===== src/rtl/vga_pkg.sv =====
// Shared raster types and the 800x600@60 timing constants (40 MHz pixel clock).
// Pure declarations: no latency, no flow control.
package vga_pkg;

  typedef logic [10:0] cnt_t;

  localparam cnt_t HOR_PIXELS    = 11'd800;
  localparam cnt_t H_FRONT_CLKS  = 11'd40;
  localparam cnt_t H_SYNC_CLKS   = 11'd128;
  localparam cnt_t H_BACK_CLKS   = 11'd88;
  localparam cnt_t H_TOTAL_CLKS  = HOR_PIXELS + H_FRONT_CLKS + H_SYNC_CLKS + H_BACK_CLKS;

  localparam cnt_t VER_PIXELS    = 11'd600;
  localparam cnt_t V_FRONT_LINES = 11'd1;
  localparam cnt_t V_SYNC_LINES  = 11'd4;
  localparam cnt_t V_BACK_LINES  = 11'd23;
  localparam cnt_t V_TOTAL_LINES = VER_PIXELS + V_FRONT_LINES + V_SYNC_LINES + V_BACK_LINES;

  // Half-open window test [lo, hi), used for both sync pulses.
  function automatic logic in_window(input cnt_t x, input cnt_t lo, input cnt_t hi);
    return (x >= lo) && (x < hi);
  endfunction

endpackage


===== src/rtl/vga_if.sv =====
// Pixel-stream bundle passed along the draw chain: raster position, sync/blank flags, colour.
// Plain wires: no latency, no backpressure (the stream runs at one pixel per enabled clock).
interface vga_if;
  import vga_pkg::*;

  cnt_t        hcount;
  logic        hsync;
  logic        hblnk;
  cnt_t        vcount;
  logic        vsync;
  logic        vblnk;
  logic [11:0] rgb;

  modport out (output hcount, hsync, hblnk, vcount, vsync, vblnk, rgb);
  modport in  (input  hcount, hsync, hblnk, vcount, vsync, vblnk, rgb);

endinterface


===== src/rtl/vga_timing_gen.sv =====
// Raster source: counters, sync/blank flags and frame_start, all registered from next-state values (1 cycle).
// No backpressure; en=0 freezes the raster and holds every output.
module vga_timing_gen
  import vga_pkg::*;
#(
  parameter cnt_t H_ACTIVE = HOR_PIXELS,
  parameter cnt_t H_FRONT  = H_FRONT_CLKS,
  parameter cnt_t H_SYNC   = H_SYNC_CLKS,
  parameter cnt_t H_BACK   = H_BACK_CLKS,
  parameter cnt_t V_ACTIVE = VER_PIXELS,
  parameter cnt_t V_FRONT  = V_FRONT_LINES,
  parameter cnt_t V_SYNC   = V_SYNC_LINES,
  parameter cnt_t V_BACK   = V_BACK_LINES,
  parameter logic SYNC_POL = 1'b1
) (
  input  logic clk,
  input  logic rst_n,
  input  logic en,
  output logic frame_start,
  vga_if.out   out
);

  localparam cnt_t H_TOTAL  = H_ACTIVE + H_FRONT + H_SYNC + H_BACK;
  localparam cnt_t V_TOTAL  = V_ACTIVE + V_FRONT + V_SYNC + V_BACK;
  localparam cnt_t H_LAST   = H_TOTAL - 11'd1;
  localparam cnt_t V_LAST   = V_TOTAL - 11'd1;
  localparam cnt_t HS_START = H_ACTIVE + H_FRONT;
  localparam cnt_t HS_END   = HS_START + H_SYNC;
  localparam cnt_t VS_START = V_ACTIVE + V_FRONT;
  localparam cnt_t VS_END   = VS_START + V_SYNC;

  cnt_t hcount_q, hcount_d;
  cnt_t vcount_q, vcount_d;
  logic hsync_q, hsync_d;
  logic vsync_q, vsync_d;
  logic hblnk_q, hblnk_d;
  logic vblnk_q, vblnk_d;
  logic frame_start_q, frame_start_d;

  always_comb begin
    hcount_d = hcount_q;
    vcount_d = vcount_q;
    if (en) begin
      if (hcount_q == H_LAST) begin
        hcount_d = '0;
        vcount_d = (vcount_q == V_LAST) ? '0 : vcount_q + 11'd1;
      end else begin
        hcount_d = hcount_q + 11'd1;
      end
    end
  end

  // Flags decode the next-state position so they land in the same cycle as the count they describe.
  // With en=0 the next state equals the current one, so the flags hold on their own.
  always_comb begin
    hblnk_d       = (hcount_d >= H_ACTIVE);
    vblnk_d       = (vcount_d >= V_ACTIVE);
    hsync_d       = in_window(hcount_d, HS_START, HS_END) ? SYNC_POL : ~SYNC_POL;
    vsync_d       = in_window(vcount_d, VS_START, VS_END) ? SYNC_POL : ~SYNC_POL;
    frame_start_d = en && (hcount_d == '0) && (vcount_d == '0);
  end

  always_ff @(posedge clk or negedge rst_n) begin
    if (!rst_n) begin
      hcount_q      <= '0;
      vcount_q      <= '0;
      hblnk_q       <= 1'b0;
      vblnk_q       <= 1'b0;
      hsync_q       <= ~SYNC_POL;
      vsync_q       <= ~SYNC_POL;
      frame_start_q <= 1'b0;
    end else begin
      hcount_q      <= hcount_d;
      vcount_q      <= vcount_d;
      hblnk_q       <= hblnk_d;
      vblnk_q       <= vblnk_d;
      hsync_q       <= hsync_d;
      vsync_q       <= vsync_d;
      frame_start_q <= frame_start_d;
    end
  end

  assign out.hcount  = hcount_q;
  assign out.vcount  = vcount_q;
  assign out.hsync   = hsync_q;
  assign out.vsync   = vsync_q;
  assign out.hblnk   = hblnk_q;
  assign out.vblnk   = vblnk_q;
  assign out.rgb     = 12'h000;
  assign frame_start = frame_start_q;

endmodule


===== src/flat_wrapper.sv =====
// flat-port wrapper written by rule: the top's interface ports become plain ports
module vga_timing_gen_flat import vga_pkg::*;
#(
  parameter cnt_t H_ACTIVE = HOR_PIXELS,
  parameter cnt_t H_FRONT  = H_FRONT_CLKS,
  parameter cnt_t H_SYNC   = H_SYNC_CLKS,
  parameter cnt_t H_BACK   = H_BACK_CLKS,
  parameter cnt_t V_ACTIVE = VER_PIXELS,
  parameter cnt_t V_FRONT  = V_FRONT_LINES,
  parameter cnt_t V_SYNC   = V_SYNC_LINES,
  parameter cnt_t V_BACK   = V_BACK_LINES,
  parameter logic SYNC_POL = 1'b1
)
  (clk, rst_n, en, frame_start, out_hcount, out_hsync, out_hblnk, out_vcount, out_vsync, out_vblnk, out_rgb);
  vga_if out_i ();
  input  logic clk;
  input  logic rst_n;
  input  logic en;
  output logic frame_start;
  output wire logic [$bits(out_i.hcount)-1:0] out_hcount;
  output wire logic [$bits(out_i.hsync)-1:0] out_hsync;
  output wire logic [$bits(out_i.hblnk)-1:0] out_hblnk;
  output wire logic [$bits(out_i.vcount)-1:0] out_vcount;
  output wire logic [$bits(out_i.vsync)-1:0] out_vsync;
  output wire logic [$bits(out_i.vblnk)-1:0] out_vblnk;
  output wire logic [$bits(out_i.rgb)-1:0] out_rgb;
  assign out_hcount = out_i.hcount;
  assign out_hsync = out_i.hsync;
  assign out_hblnk = out_i.hblnk;
  assign out_vcount = out_i.vcount;
  assign out_vsync = out_i.vsync;
  assign out_vblnk = out_i.vblnk;
  assign out_rgb = out_i.rgb;
  vga_timing_gen #(.H_ACTIVE(H_ACTIVE), .H_FRONT(H_FRONT), .H_SYNC(H_SYNC), .H_BACK(H_BACK), .V_ACTIVE(V_ACTIVE), .V_FRONT(V_FRONT), .V_SYNC(V_SYNC), .V_BACK(V_BACK), .SYNC_POL(SYNC_POL)) u_core (.clk(clk), .rst_n(rst_n), .en(en), .frame_start(frame_start), .out(out_i));
endmodule

===== config.mk =====
export PLATFORM = sky130hd
export DESIGN_NAME = vga_timing_gen_flat
export DESIGN_NICKNAME = d
export VERILOG_FILES = /design/src/rtl/vga_pkg.sv /design/src/rtl/vga_if.sv /design/src/rtl/vga_timing_gen.sv /design/src/flat_wrapper.sv
export SDC_FILE = /design/constraint.sdc
export NUM_CORES = 1
export LEC_CHECK = 0
export CAP_MARGIN = 20
export CORE_ASPECT_RATIO = 0.7
export CORE_MARGIN = 10
export CORE_UTILIZATION = 52
export DETAILED_ROUTE_END_ITERATION = 7
export PLACE_DENSITY = 0.84
export SLEW_MARGIN = 20
export SYNTH_ARGS = -nofsm -noshare
export SYNTH_HDL_FRONTEND = slang
export SYNTH_SLANG_ARGS = --single-unit

===== constraint.sdc =====
create_clock -name clk -period 5.32 [get_ports clk]
set_input_delay 1.064 -clock clk [delete_from_list [all_inputs] [get_ports clk]]
set_output_delay 1.064 -clock clk [all_outputs]
set_load 0.1 [all_outputs]

==> results.md <==
Yosys:
- The synthesized netlist devotes 7.192% of its cell area to compound gates.
- The synthesized netlist contains 42 unique library cells.
- The number of synthesized flops with an enable pin is 0.
- The mapped netlist covers 1635 µm².
- The mean instance size in the synthesized netlist is 9.508 µm².
- The fraction of the yosys area taken by sequential cells is about two fifths.
- The number of synthesized register bits is 27.
- The number of warnings issued by yosys is 0.
- The area share of and/or/nand/nor cells after synthesis is about a quarter.
- The dominant register cell in the synthesized netlist is dfrtp_1.
- Synthesis produced 172 cells.
- The area share of xor/xnor cells in the synthesized design is 10.71%.
- The dominant combinational cell family by area after synthesis is simple AND/OR/NAND/NOR gates.
- The post-synthesis mux area share is 2.601%.
- The adder and majority gate portion of the synthesized area is 1.530%.
- The share of synthesized flip-flops with an asynchronous set or reset is 100.0%.

Power:
- The switching share of power is 53.31%.
- The clock power share is 15.1%.
- The peak supply drop is 0.0004952 V.
- Summed over all nets, the switching power comes to 430.2 µW.
- The share of total power dissipated in combinational logic is about half.
- The internal power is between 300 and 400 µW.
- The design draws 807.0 µW.
- The share of power burned in registers is 35.1%.
- In this run the power density over the cells is approximately 410 nW/µm².
- The analysis attributes to cell leakage a power of 0.0008610 µW.

Detailed routing:
- The number of nets with antenna violations after routing is 0.
- In the final routed layout, each cell accounts on average for 18.33 µm.
- After the first detailed-routing iteration, the DRC count stood at 286.
- The vias after detailed routing is 1380.
- The final routed wirelength across all metal layers is 4.307 mm.
- The first TritonRoute pass finished after 4 iterations.
- Dividing the detail-routed via count by the number of cells gives between 5 and 6.
- In the routed design, unresolved DRC markers number 0.

Min path:
- The tightest min-delay check is of the flop to flop type.
- The worst hold path cell count is 1.

Placement:
- Before CTS, the worst setup slack after placement is 1.394 ns.
- Once placement completed, the tool counted placed cells totaling between 200 and 250.
- The congestion estimate from routability-driven global placement came to ~0.9.
- The placed wire-length estimate after detailed placement is 3.337 mm.
- Port buffering added 29 buffers.

Finish:
- Leaving out fill and tap cells, the most frequent cells in the layout are clkdlybuf4s50_1 (29), dfrtp_1 (27), xnor2_1 (15).
- The commonest non-fill, non-tap cell in the layout is clkdlybuf4s50_1.
- The total number of nets in the final design is 205.
- The post-route netlist has ~7.0% of its cells at a drive strength greater than 1.
- The number of cells in the finished layout apart from fillers is 235.
- The relative area change from synthesis to final layout is 19.82%.
- The number of antenna diodes in the final layout is 0.

Floorplanning:
- The starting density of the core is 56.34%.
- Measured along the x axis, the die boundary spans 87.03 µm.
- The standard cell core area is a little under 3000 µm².
- Measured along the y axis, the die boundary spans 66.92 µm.
- The area enclosed by the die boundary is 5824 µm².
- The number of I/O pins is 42.
- Row generation in the floorplan step produced 16 rows.

Clock network:
- The cts-stage hold buffer count is 0.
- The total CTS buffers is 3.
- The number of gates resized after CTS was 0.
- The clock slew at the register clock pins of the worst setup and hold paths is 0.10 ns.
- In this run the number of H-tree levels came out at 1.
- Once the clock tree was built, the setup fixing pass inserted 0 buffers.
- The largest buffer count on any clock path is 2.
- For this design, the sink count on the clock tree is 27.
- The clock tree from TritonCTS is yes.
- At the later pin of the worst-skew pair, clock insertion delay measures between 0.2 and 0.3 ns.
- The root buffer selected by CTS is clkbuf_8.

STA:
- Measured against its own limit, the worst slew margin works out to 33.40%.
- Across all hold checks on the routed design, the worst slack comes to around 0.60 ns.
- Setup repair after global routing left no endpoint under its margin.
- The share of the cycle needed by the critical path after routing is 62.35%.
- The max-slew violation count is 0.
- After layout, the worst setup slack is 2.003 ns.
- The setup TNS is 0 ns.
- On the final layout, the worst clock skew is 0.001203 ns.
- The upper clock frequency limit is 301.5 MHz.
- The total of endpoints with negative setup slack in the final report is 0.
- The shortest clock period the worst path allows after layout is 3.317 ns.
- For the pin with the worst max-slew slack, the measured transition is 0.9958 ns.
- The number of failing hold endpoints at the final stage was 0.

Global route:
- The first global-routing pass estimated 6.844 mm of wire.
- The largest net degree at the start of global routing is 28.
- For this run the aggregate overflow at the end of global routing stands at 0.
- The initial antenna violation count was 0.
- The via count of the first global-routing pass came to 1364.
- The overall global routing resource usage is 14.56%.

Worst setup path:
- Data on the critical path arrives at its endpoint at 3.49 ns.
- The kind of critical path is input pin to flop.
- The critical path startpoint category is an input pin.
- The number of cells on the worst reg-to-reg path is 7.
- Data on the critical path is required at its endpoint by between 5 and 6 ns.
- STA classifies the critical path endpoint as a flop.
- Along the worst path, the maximum fanout reaches 11.

Run:
- The count of maximum capacitance violations is 0.

Status:
- The flow ran to the end, and the final reports show no timing, DRC or antenna violations.
-- kinds of logic (layout without fill, tap and decap cells) --
group                      count (synthesis)  count (layout)
and+or+nand+nor                           69              69
buffers and inverters                     32              48
DFF                                       27              27
xor gates and xnor gates                  20              20
AOI/OAI and AO/OA                         17              17
muxes                                      4               4
adders and majority gates                  2               2
other                                      1              12
-- critical path, cell delays in order --
cell and delay [ns]:
clkdlybuf4s50_1 0.70, nand3_1 0.22, nor3_2 0.53, o21ai_1 0.17, a22oi_2 0.29, o211ai_1 0.17
nor4_1 0.34
-- power groups by stage --
stage	clock network, µW	logic (µW)	registers [µW]
after detailed placement	0	398	285
final	122	402	283
after CTS	124	402	283
after global placement	0	389	281
after global routing	133	416	289
after floorplan	0	158	439
-- registers in the layout, indices dropped and copies added (netlist names) --
signal / flops
u_core.frame_start: 1
u_core.out.hsync: 1
u_core.out.hcount: 11
u_core.out.vblnk: 1
u_core.out.vcount: 11
u_core.out.vsync: 1
u_core.out.hblnk: 1
-- cells in the mapped netlist, types with 2 or more instances --
| cell | number | area (µm²) |
|---|---|---|
| nor4_1 | 5 | 31.28 |
| mux2_2 | 2 | 22.52 |
| and3_1 | 4 | 25.02 |
| xnor2_1 | 15 | 131.4 |
| or3_1 | 2 | 12.51 |
| nor3_1 | 7 | 35.03 |
| nor2_1 | 9 | 33.78 |
| ha_1 | 2 | 25.02 |
| nand4_1 | 11 | 68.82 |
| o21ai_0 | 5 | 25.02 |
| nor2b_1 | 2 | 12.51 |
| nand4b_1 | 3 | 26.28 |
| a31oi_1 | 2 | 12.51 |
| mux2i_1 | 2 | 20.02 |
| nor3b_1 | 2 | 15.01 |
| nor4_4 | 2 | 42.54 |
| nand3_1 | 3 | 15.01 |
| o21a_1 | 2 | 15.01 |
| dfrtp_1 | 27 | 675.7 |
| inv_1 | 14 | 52.55 |
| xor2_1 | 5 | 43.79 |
| nand2_1 | 11 | 41.29 |
| clkbuf_1 | 5 | 18.77 |
| buf_4 | 12 | 90.09 |
-- layout make-up --
type / instances / area, µm²
fillers: 229 / 943.4
multi-input cells: 124 / 839.6
repair buffers: 30 / 297.8
flip-flops and latches: 27 / 675.6
clock buffers: 3 / 41.29
clock inverters: 1 / 7.507
inverters: 14 / 52.55
well taps: 36 / 45.04
-- layer usage --
layer	vias up	global-route usage, %	share of wire, %
li1	634	-	-
met1	648	19.53	43
met2	88	21.62	42
met3	10	5.346	13
met4	0	3.226	1.5
met5	-	0	0
-- final timing paths --
path	end	slack, ns	start
worst max-delay path	u_core.frame_start$_DFF_PN0_	2.00	en
worst min-delay path	u_core.out.vcount[7]$_DFF_PN0_	0.60	u_core.out.vcount[7]$_DFF_PN0_
worst max register to register	u_core.frame_start$_DFF_PN0_	2.50	u_core.out.hcount[1]$_DFF_PN0_
worst min register to register	u_core.out.vcount[7]$_DFF_PN0_	0.60	u_core.out.vcount[7]$_DFF_PN0_
max in group asynchronous	u_core.out.vcount[7]$_DFF_PN0_	3.92	rst_n
min in group asynchronous	u_core.out.hcount[0]$_DFF_PN0_	1.15	rst_n
-- metrics by stage --
| stage | area, µm² | util (%) |
|---|---|---|
| 6_report | 1959 | 67.50 |
| 5_1_grt | 1959 | 67.50 |
| 4_1_cts | 1954 | 67.33 |
| 3_5_place_dp | 1906 | 65.65 |
| 3_3_place_gp | 1906 | 65.65 |
| 2_1_floorplan | 1677 | - |
Note: power is estimated with default switching activity, not from simulation.
